`config.mk`:
```
export PLATFORM = sky130hd
export DESIGN_NAME = store_merge_unit_flat
export DESIGN_NICKNAME = d
export VERILOG_FILES = /design/src/rtl/store_merge_unit_if.sv /design/src/rtl/store_merge_unit.sv /design/src/flat_wrapper.sv
export SDC_FILE = /design/constraint.sdc
export NUM_CORES = 1
export LEC_CHECK = 0
export ABC_AREA = 0
export BUFFER_PORTS_ARGS = -buffer_cell sky130_fd_sc_hd__buf_4
export CAP_MARGIN = 20
export CORE_MARGIN = 3
export CORE_UTILIZATION = 35
export CTS_CLUSTER_SIZE = 10
export DETAILED_ROUTE_END_ITERATION = 8
export PLACE_DENSITY = 0.67
export SLEW_MARGIN = 10
export SYNTH_ARGS = -nofsm -noshare
export SYNTH_HDL_FRONTEND = slang
export SYNTH_SLANG_ARGS = --single-unit
```
`constraint.sdc`:
```
create_clock -name clk -period 5.6 [get_ports clk]
set_input_delay 0.28 -clock clk [delete_from_list [all_inputs] [get_ports clk]]
set_output_delay 0.28 -clock clk [all_outputs]
set_load 0.01 [all_outputs]
```
`src/rtl/store_merge_unit_if.sv`:
```
// Store request / data-memory bus shared by the control unit, the store merge engine and memory.
// The slave modport is the engine's view; the master modport is everything around it.
interface store_merge_unit_if #(
    parameter int DATA_WIDTH = 32,
    parameter int ADDR_WIDTH = 32
);
    localparam int BYTES = DATA_WIDTH / 8;

    logic                  start;
    logic [1:0]            store_size;
    logic [ADDR_WIDTH-1:0] address;
    logic [DATA_WIDTH-1:0] b_out;
    logic [DATA_WIDTH-1:0] mem_rd_data;
    logic                  mem_rd_valid;
    logic                  mem_wr_ready;
    logic [ADDR_WIDTH-1:0] mem_address;
    logic                  mem_read;
    logic                  mem_write;
    logic [DATA_WIDTH-1:0] mem_wr_data;
    logic [BYTES-1:0]      byte_enable;
    logic                  busy;
    logic                  done;
    logic                  misaligned;

    modport master (
        output start, store_size, address, b_out,
        output mem_rd_data, mem_rd_valid, mem_wr_ready,
        input  mem_address, mem_read, mem_write, mem_wr_data, byte_enable,
        input  busy, done, misaligned
    );

    modport slave (
        input  start, store_size, address, b_out,
        input  mem_rd_data, mem_rd_valid, mem_wr_ready,
        output mem_address, mem_read, mem_write, mem_wr_data, byte_enable,
        output busy, done, misaligned
    );
endinterface

```
`src/rtl/store_merge_unit.sv`:
```
// Sequenced store engine: sub-word stores do read / merge / write on the containing word,
// full-width stores write directly, misaligned stores complete at once with no memory traffic.
module store_merge_unit #(
    parameter int DATA_WIDTH = 32,
    parameter int ADDR_WIDTH = 32
) (
    input logic               clk,
    input logic               reset,
    store_merge_unit_if.slave bus
);
    localparam int BYTES = DATA_WIDTH / 8;
    localparam int OFS   = $clog2(BYTES);

    typedef enum logic [2:0] {
        IDLE  = 3'd0,
        READ  = 3'd1,
        MERGE = 3'd2,
        WRITE = 3'd3,
        DONE  = 3'd4
    } state_t;

    state_t state, state_nxt;

    logic [DATA_WIDTH-1:0] st_q;
    logic [DATA_WIDTH-1:0] rd_q;
    logic [DATA_WIDTH-1:0] wr_data_q;
    logic [ADDR_WIDTH-1:0] addr_q;
    logic [BYTES-1:0]      be_q;
    logic [OFS-1:0]        ofs_q;
    logic                  mis_q;

    logic [OFS-1:0]        req_ofs;
    logic [BYTES-1:0]      req_be;
    logic                  req_mis;
    logic                  req_full;
    logic                  accept;

    function automatic int size_bytes(input logic [1:0] sz);
        return 1 << sz;
    endfunction

    // A size wider than the memory word (double on a 32-bit bus) can never be aligned.
    function automatic logic is_misaligned(input logic [1:0] sz, input logic [OFS-1:0] o);
        int n;
        n = size_bytes(sz);
        if (n > BYTES) return 1'b1;
        return (int'(o) & (n - 1)) != 0;
    endfunction

    function automatic logic [BYTES-1:0] lane_mask(input logic [1:0] sz, input logic [OFS-1:0] o);
        logic [BYTES-1:0] m;
        int n;
        n = size_bytes(sz);
        for (int k = 0; k < BYTES; k++) begin
            m[k] = (k >= int'(o)) && (k < int'(o) + n);
        end
        return m;
    endfunction

    function automatic logic [DATA_WIDTH-1:0] merge_word(input logic [DATA_WIDTH-1:0] st,
                                                         input logic [DATA_WIDTH-1:0] rd,
                                                         input logic [BYTES-1:0]      be,
                                                         input logic [OFS-1:0]        o);
        logic [DATA_WIDTH-1:0] sh;
        logic [DATA_WIDTH-1:0] w;
        sh = st << (8 * int'(o));
        for (int k = 0; k < BYTES; k++) begin
            w[8*k +: 8] = be[k] ? sh[8*k +: 8] : rd[8*k +: 8];
        end
        return w;
    endfunction

    always_comb begin
        req_ofs  = bus.address[OFS-1:0];
        req_mis  = is_misaligned(bus.store_size, req_ofs);
        req_full = (size_bytes(bus.store_size) == BYTES);
        req_be   = lane_mask(bus.store_size, req_ofs);
        accept   = (state == IDLE) && bus.start;
    end

    always_ff @(posedge clk) begin
        if (!reset) state <= IDLE;
        else        state <= state_nxt;
    end

    always_comb begin
        state_nxt = state;
        case (state)
            IDLE: begin
                if (bus.start) begin
                    if (req_mis)       state_nxt = DONE;
                    else if (req_full) state_nxt = WRITE;
                    else               state_nxt = READ;
                end
            end
            READ:    if (bus.mem_rd_valid) state_nxt = MERGE;
            MERGE:   state_nxt = WRITE;
            WRITE:   if (bus.mem_wr_ready) state_nxt = DONE;
            DONE:    state_nxt = IDLE;
            default: state_nxt = IDLE;
        endcase
    end

    // Operand and read-data holding registers; only consumed after being loaded.
    always_ff @(posedge clk) begin
        if (accept) begin
            st_q  <= bus.b_out;
            ofs_q <= req_ofs;
        end
        if (state == READ && bus.mem_rd_valid) rd_q <= bus.mem_rd_data;
    end

    // Registers that drive outputs are cleared so a reset leaves the memory bus quiet.
    always_ff @(posedge clk) begin
        if (!reset) begin
            addr_q    <= '0;
            wr_data_q <= '0;
            be_q      <= '0;
            mis_q     <= 1'b0;
        end else begin
            if (accept) begin
                addr_q <= {bus.address[ADDR_WIDTH-1:OFS], {OFS{1'b0}}};
                be_q   <= req_be;
                mis_q  <= req_mis;
                if (req_full) wr_data_q <= bus.b_out;
            end
            if (state == MERGE) wr_data_q <= merge_word(st_q, rd_q, be_q, ofs_q);
        end
    end

    always_comb begin
        bus.mem_read    = (state == READ);
        bus.mem_write   = (state == WRITE);
        bus.busy        = (state != IDLE);
        bus.done        = (state == DONE);
        bus.misaligned  = (state == DONE) && mis_q;
        bus.byte_enable = (state == WRITE) ? be_q : '0;
    end

    assign bus.mem_address = addr_q;
    assign bus.mem_wr_data = wr_data_q;
endmodule

```
`src/flat_wrapper.sv`:
```
// flat-port wrapper written by rule: the top's interface ports become plain ports
module store_merge_unit_flat 
#(
    parameter int DATA_WIDTH = 32,
    parameter int ADDR_WIDTH = 32
)
  (clk, reset, bus_start, bus_store_size, bus_address, bus_b_out, bus_mem_rd_data, bus_mem_rd_valid, bus_mem_wr_ready, bus_mem_address, bus_mem_read, bus_mem_write, bus_mem_wr_data, bus_byte_enable, bus_busy, bus_done, bus_misaligned);
  store_merge_unit_if #(.DATA_WIDTH(DATA_WIDTH), .ADDR_WIDTH(ADDR_WIDTH)) bus_i ();
  input logic clk;
  input logic reset;
  input wire logic [$bits(bus_i.start)-1:0] bus_start;
  input wire logic [$bits(bus_i.store_size)-1:0] bus_store_size;
  input wire logic [$bits(bus_i.address)-1:0] bus_address;
  input wire logic [$bits(bus_i.b_out)-1:0] bus_b_out;
  input wire logic [$bits(bus_i.mem_rd_data)-1:0] bus_mem_rd_data;
  input wire logic [$bits(bus_i.mem_rd_valid)-1:0] bus_mem_rd_valid;
  input wire logic [$bits(bus_i.mem_wr_ready)-1:0] bus_mem_wr_ready;
  output wire logic [$bits(bus_i.mem_address)-1:0] bus_mem_address;
  output wire logic [$bits(bus_i.mem_read)-1:0] bus_mem_read;
  output wire logic [$bits(bus_i.mem_write)-1:0] bus_mem_write;
  output wire logic [$bits(bus_i.mem_wr_data)-1:0] bus_mem_wr_data;
  output wire logic [$bits(bus_i.byte_enable)-1:0] bus_byte_enable;
  output wire logic [$bits(bus_i.busy)-1:0] bus_busy;
  output wire logic [$bits(bus_i.done)-1:0] bus_done;
  output wire logic [$bits(bus_i.misaligned)-1:0] bus_misaligned;
  assign bus_i.start = bus_start;
  assign bus_i.store_size = bus_store_size;
  assign bus_i.address = bus_address;
  assign bus_i.b_out = bus_b_out;
  assign bus_i.mem_rd_data = bus_mem_rd_data;
  assign bus_i.mem_rd_valid = bus_mem_rd_valid;
  assign bus_i.mem_wr_ready = bus_mem_wr_ready;
  assign bus_mem_address = bus_i.mem_address;
  assign bus_mem_read = bus_i.mem_read;
  assign bus_mem_write = bus_i.mem_write;
  assign bus_mem_wr_data = bus_i.mem_wr_data;
  assign bus_byte_enable = bus_i.byte_enable;
  assign bus_busy = bus_i.busy;
  assign bus_done = bus_i.done;
  assign bus_misaligned = bus_i.misaligned;
  store_merge_unit #(.DATA_WIDTH(DATA_WIDTH), .ADDR_WIDTH(ADDR_WIDTH)) u_core (.clk(clk), .reset(reset), .bus(bus_i));
endmodule
```
==> impl_metrics.csv <==
group,metric,value,unit
route,ant_nets,0,
synth,syn-instance-count,518,
floorplan,placeableCoreArea,16000,um^2
flow_run,cap_violations,0,
power_and_ir_drop,netSwitchingPower,829,uW
synth,avgSynthCellArea,11.1,um^2
synth,yosys-top-cells-area,"edfxtp_1 (34%), dfxtp_1 (24%), mux2i_1 (6.4%)",
synth,ys_warn_count,0,
timing,fin_crit_sh,0.492,
route,first_iter_violations,249,
critical_path,worstPathCellList,"or4b_4 -> inv_2 -> buf_4 -> nand2_1 -> a21boi_0",
timing,timing.fmax,363,MHz
global_routing,grt_usage,0.179,
clocking,path_clk_slew,60,ps
critical_path,r2r-end,"u_core.bus.mem_address[30]",
final_layout,area_growth_syn_to_layout,36.5,%
power_and_ir_drop,ir_drop,0.202,mV
critical_path,crit_fanout,46,
place,gp_congestion,0.808,
critical_path,arrival,3080,ps
critical_path,slowest_delay,790,ps
synth,synth_seq_cells,136,
clocking,cts_sinks,136,
timing,setup_viol,0,
floorplan,io_pins,176,
timing,tightestPinTransition,989,ps
final_layout,n_fill_cell,1504,
power_and_ir_drop,leakagePower,0.00321,uW
clocking,root_buffer,"clkbuf_16",
power_and_ir_drop,p_comb_frac,0.184,
floorplan,rows,46,
clocking,cts_tree,"done",
hold_path,hold_class,"input port to register",
route,vias_per_cell,5.04,
timing,finalHoldViolations,0,
timing,timing.final.crit_period,2750,ps
floorplan,dieArea,18000,um^2
critical_path,rr_worst_depth,5,
global_routing,grt_max_degree,73,
final_layout,drive_gt1_frac,0.316,
critical_path,cp-end-kind,"register",
global_routing,grt_overflow,0,
power_and_ir_drop,swShare,0.264,
power_and_ir_drop,clock_power_share,0.408,
final_layout,post-route-util,0.491,
global_routing,grt_pass1_vias,4653,
place,pre_cts_ws,2830,ps
route,first_pass_iters,4,
clocking,htreeDepth,4,
timing,setup_slack,2850,ps
timing,fin_worst_skew,6.42,ps
timing,slew_headroom,0.339,
route,wire_per_inst,17.9,um
synth,ys_types,46,
critical_path,start_kind,"register",
hold_path,hold_path_end,"u_core.rd_q[16]",
clocking,cts_setup_buffers,0,
hold_path,hp-start,"bus_mem_rd_data[16]",
synth,synth.yosys.seq_area_share,0.588,
global_routing,antenna_found_initial,0,
timing,fin_setup_tns,0,ps
power_and_ir_drop,total_power,3150,uW
critical_path,r2r-start,"u_core.state[0]",
synth,ys.flop_type,"dfxtp_1",
floorplan,die_h,134,um
synth,synthArstFlopShare,0,
final_layout,fin_nets,781,
synth,synth_top_area_cell,"edfxtp_1",
status,outcome,"complete, no violations",
critical_path,r2r_slack,2850,ps
floorplan,die_x,134,um
place,post-dp-hpwl,11400,um
timing,drv_slew,0,
hold_path,whs_path_depth,1,
timing,rsz0062_at_grt,"no",
power_and_ir_drop,p_int,2320,uW
clocking,cts_hold_buffers,0,
critical_path,critPathKind,"register to register",
clocking,cts_made_buffers,17,
critical_path,required,5920,ps
place,portBuffers,173,
clocking,clock_latency,410,ps
clocking,clock_path_buffers,2,
power_and_ir_drop,pwr-share-seq,0.408,
route,wirelength,16200,um
critical_path,cp_slowest_cell,"or4b_4",
synth,synth-edff-count,66,
synth,synth_common_cells,"nand2_1 (91), dfxtp_1 (70), edfxtp_1 (66)",
power_and_ir_drop,p_per_area,401,nW/um^2
global_routing,grt_pass1_wl,24800,um
synth,synth.most_common_cell,"nand2_1",
synth,syn_area,5750,um^2
route,vias,4553,
final_layout,antenna_cells,0,
clocking,cts_resized,0,
synth,synth_top_area_share,0.345,
floorplan,start_util,0.359,
route,drc,0,
[cell type report]
class	count	area (um^2)	area share
Clock buffer	20	467	0.0594
Multi-Input combinational cell	322	2100	0.267
Timing Repair Buffer	178	1340	0.171
Clock inverter	12	219	0.0279
Inverter	19	71.3	0.00908
Tap cell	216	270	0.0344
Sequential cell	136	3380	0.431
[sequential cells by signal, summed over array words and instances (netlist names)]
signal,flops
u_core.be_q,4
u_core.st_q,32
u_core.bus.mem_wr_data,32
u_core.mis_q,1
u_core.ofs_q,2
u_core.bus.mem_address,30
u_core.rd_q,32
u_core.state,3
[power by group through the flow]
stage	sequential [uW]	clock (uW)	combinational [uW]
finish	1280	1280	578
floorplan	1280	0	334
global route	1300	1350	638
global placement	1300	0	555
detailed placement	1310	0	574
CTS	1290	1310	577
[worst max path at each step]
stage	startpoint	endpoint	depth (start not counted)
finish	u_core.state[0]	u_core.bus.mem_address[30]	5
global route	u_core.state[0]	u_core.bus.mem_address[29]	5
CTS	u_core.state[0]	u_core.bus.mem_address[25]	5
detailed placement	u_core.state[0]	u_core.bus.mem_address[25]	5
global placement	u_core.state[0]	u_core.st_q[6]	3
floorplan	u_core.state[1]	u_core.rd_q[0]	4
[critical path: cells and delay by family (launching register included)]
kind,cells,cell delay [ps]
flip-flops,1,440
buffers and inverters,2,1140
AND/OR/NAND/NOR,2,870
AO/OA/AOI/OAI,1,180
[metal layers]
metal / share of wire / track usage
met1: 0.43 / 0.227
met5: 0 / 0
met3: 0.062 / 0.0416
met2: 0.49 / 0.292
met4: 0.019 / 0.0786
[stage by stage]
stage	hold slack, ps	instance area, um^2	std cells
3_3_place_gp	455	7150	870
5_1_grt	17.1	7850	903
6_report	37.6	7850	903
3_5_place_dp	459	7150	870
2_1_floorplan	379	5750	519
4_1_cts	18.8	7840	902
[placed cells by master (no fill, tap or decap), types with 3 or more instances in the layout]
master and n:
a21boi_0 32, nor2_1 8, nand3b_1 8, nand2b_1 4
nand2_1 91, edfxtp_1 66, buf_4 177, o221ai_1 21
ha_1 3, dfxtp_1 70, clkbuf_16 17, nor3_1 3
o22ai_1 19, and2_1 5, clkbuf_8 3, a21oi_1 16
inv_1 17, a221o_1 9, mux2i_1 37, o211ai_1 11
o21ai_0 27, bufinv_16 6
[cells by family after synthesis]
family	count (synthesis)	share of synthesized area
compound gates	148	0.182
flops	136	0.588
simple gates	131	0.105
buf+inv	61	0.0500
mux	37	0.0644
fa+ha+maj	4	0.0100
other cells	1	0.000652
Note: power is estimated with default switching activity, not from simulation.
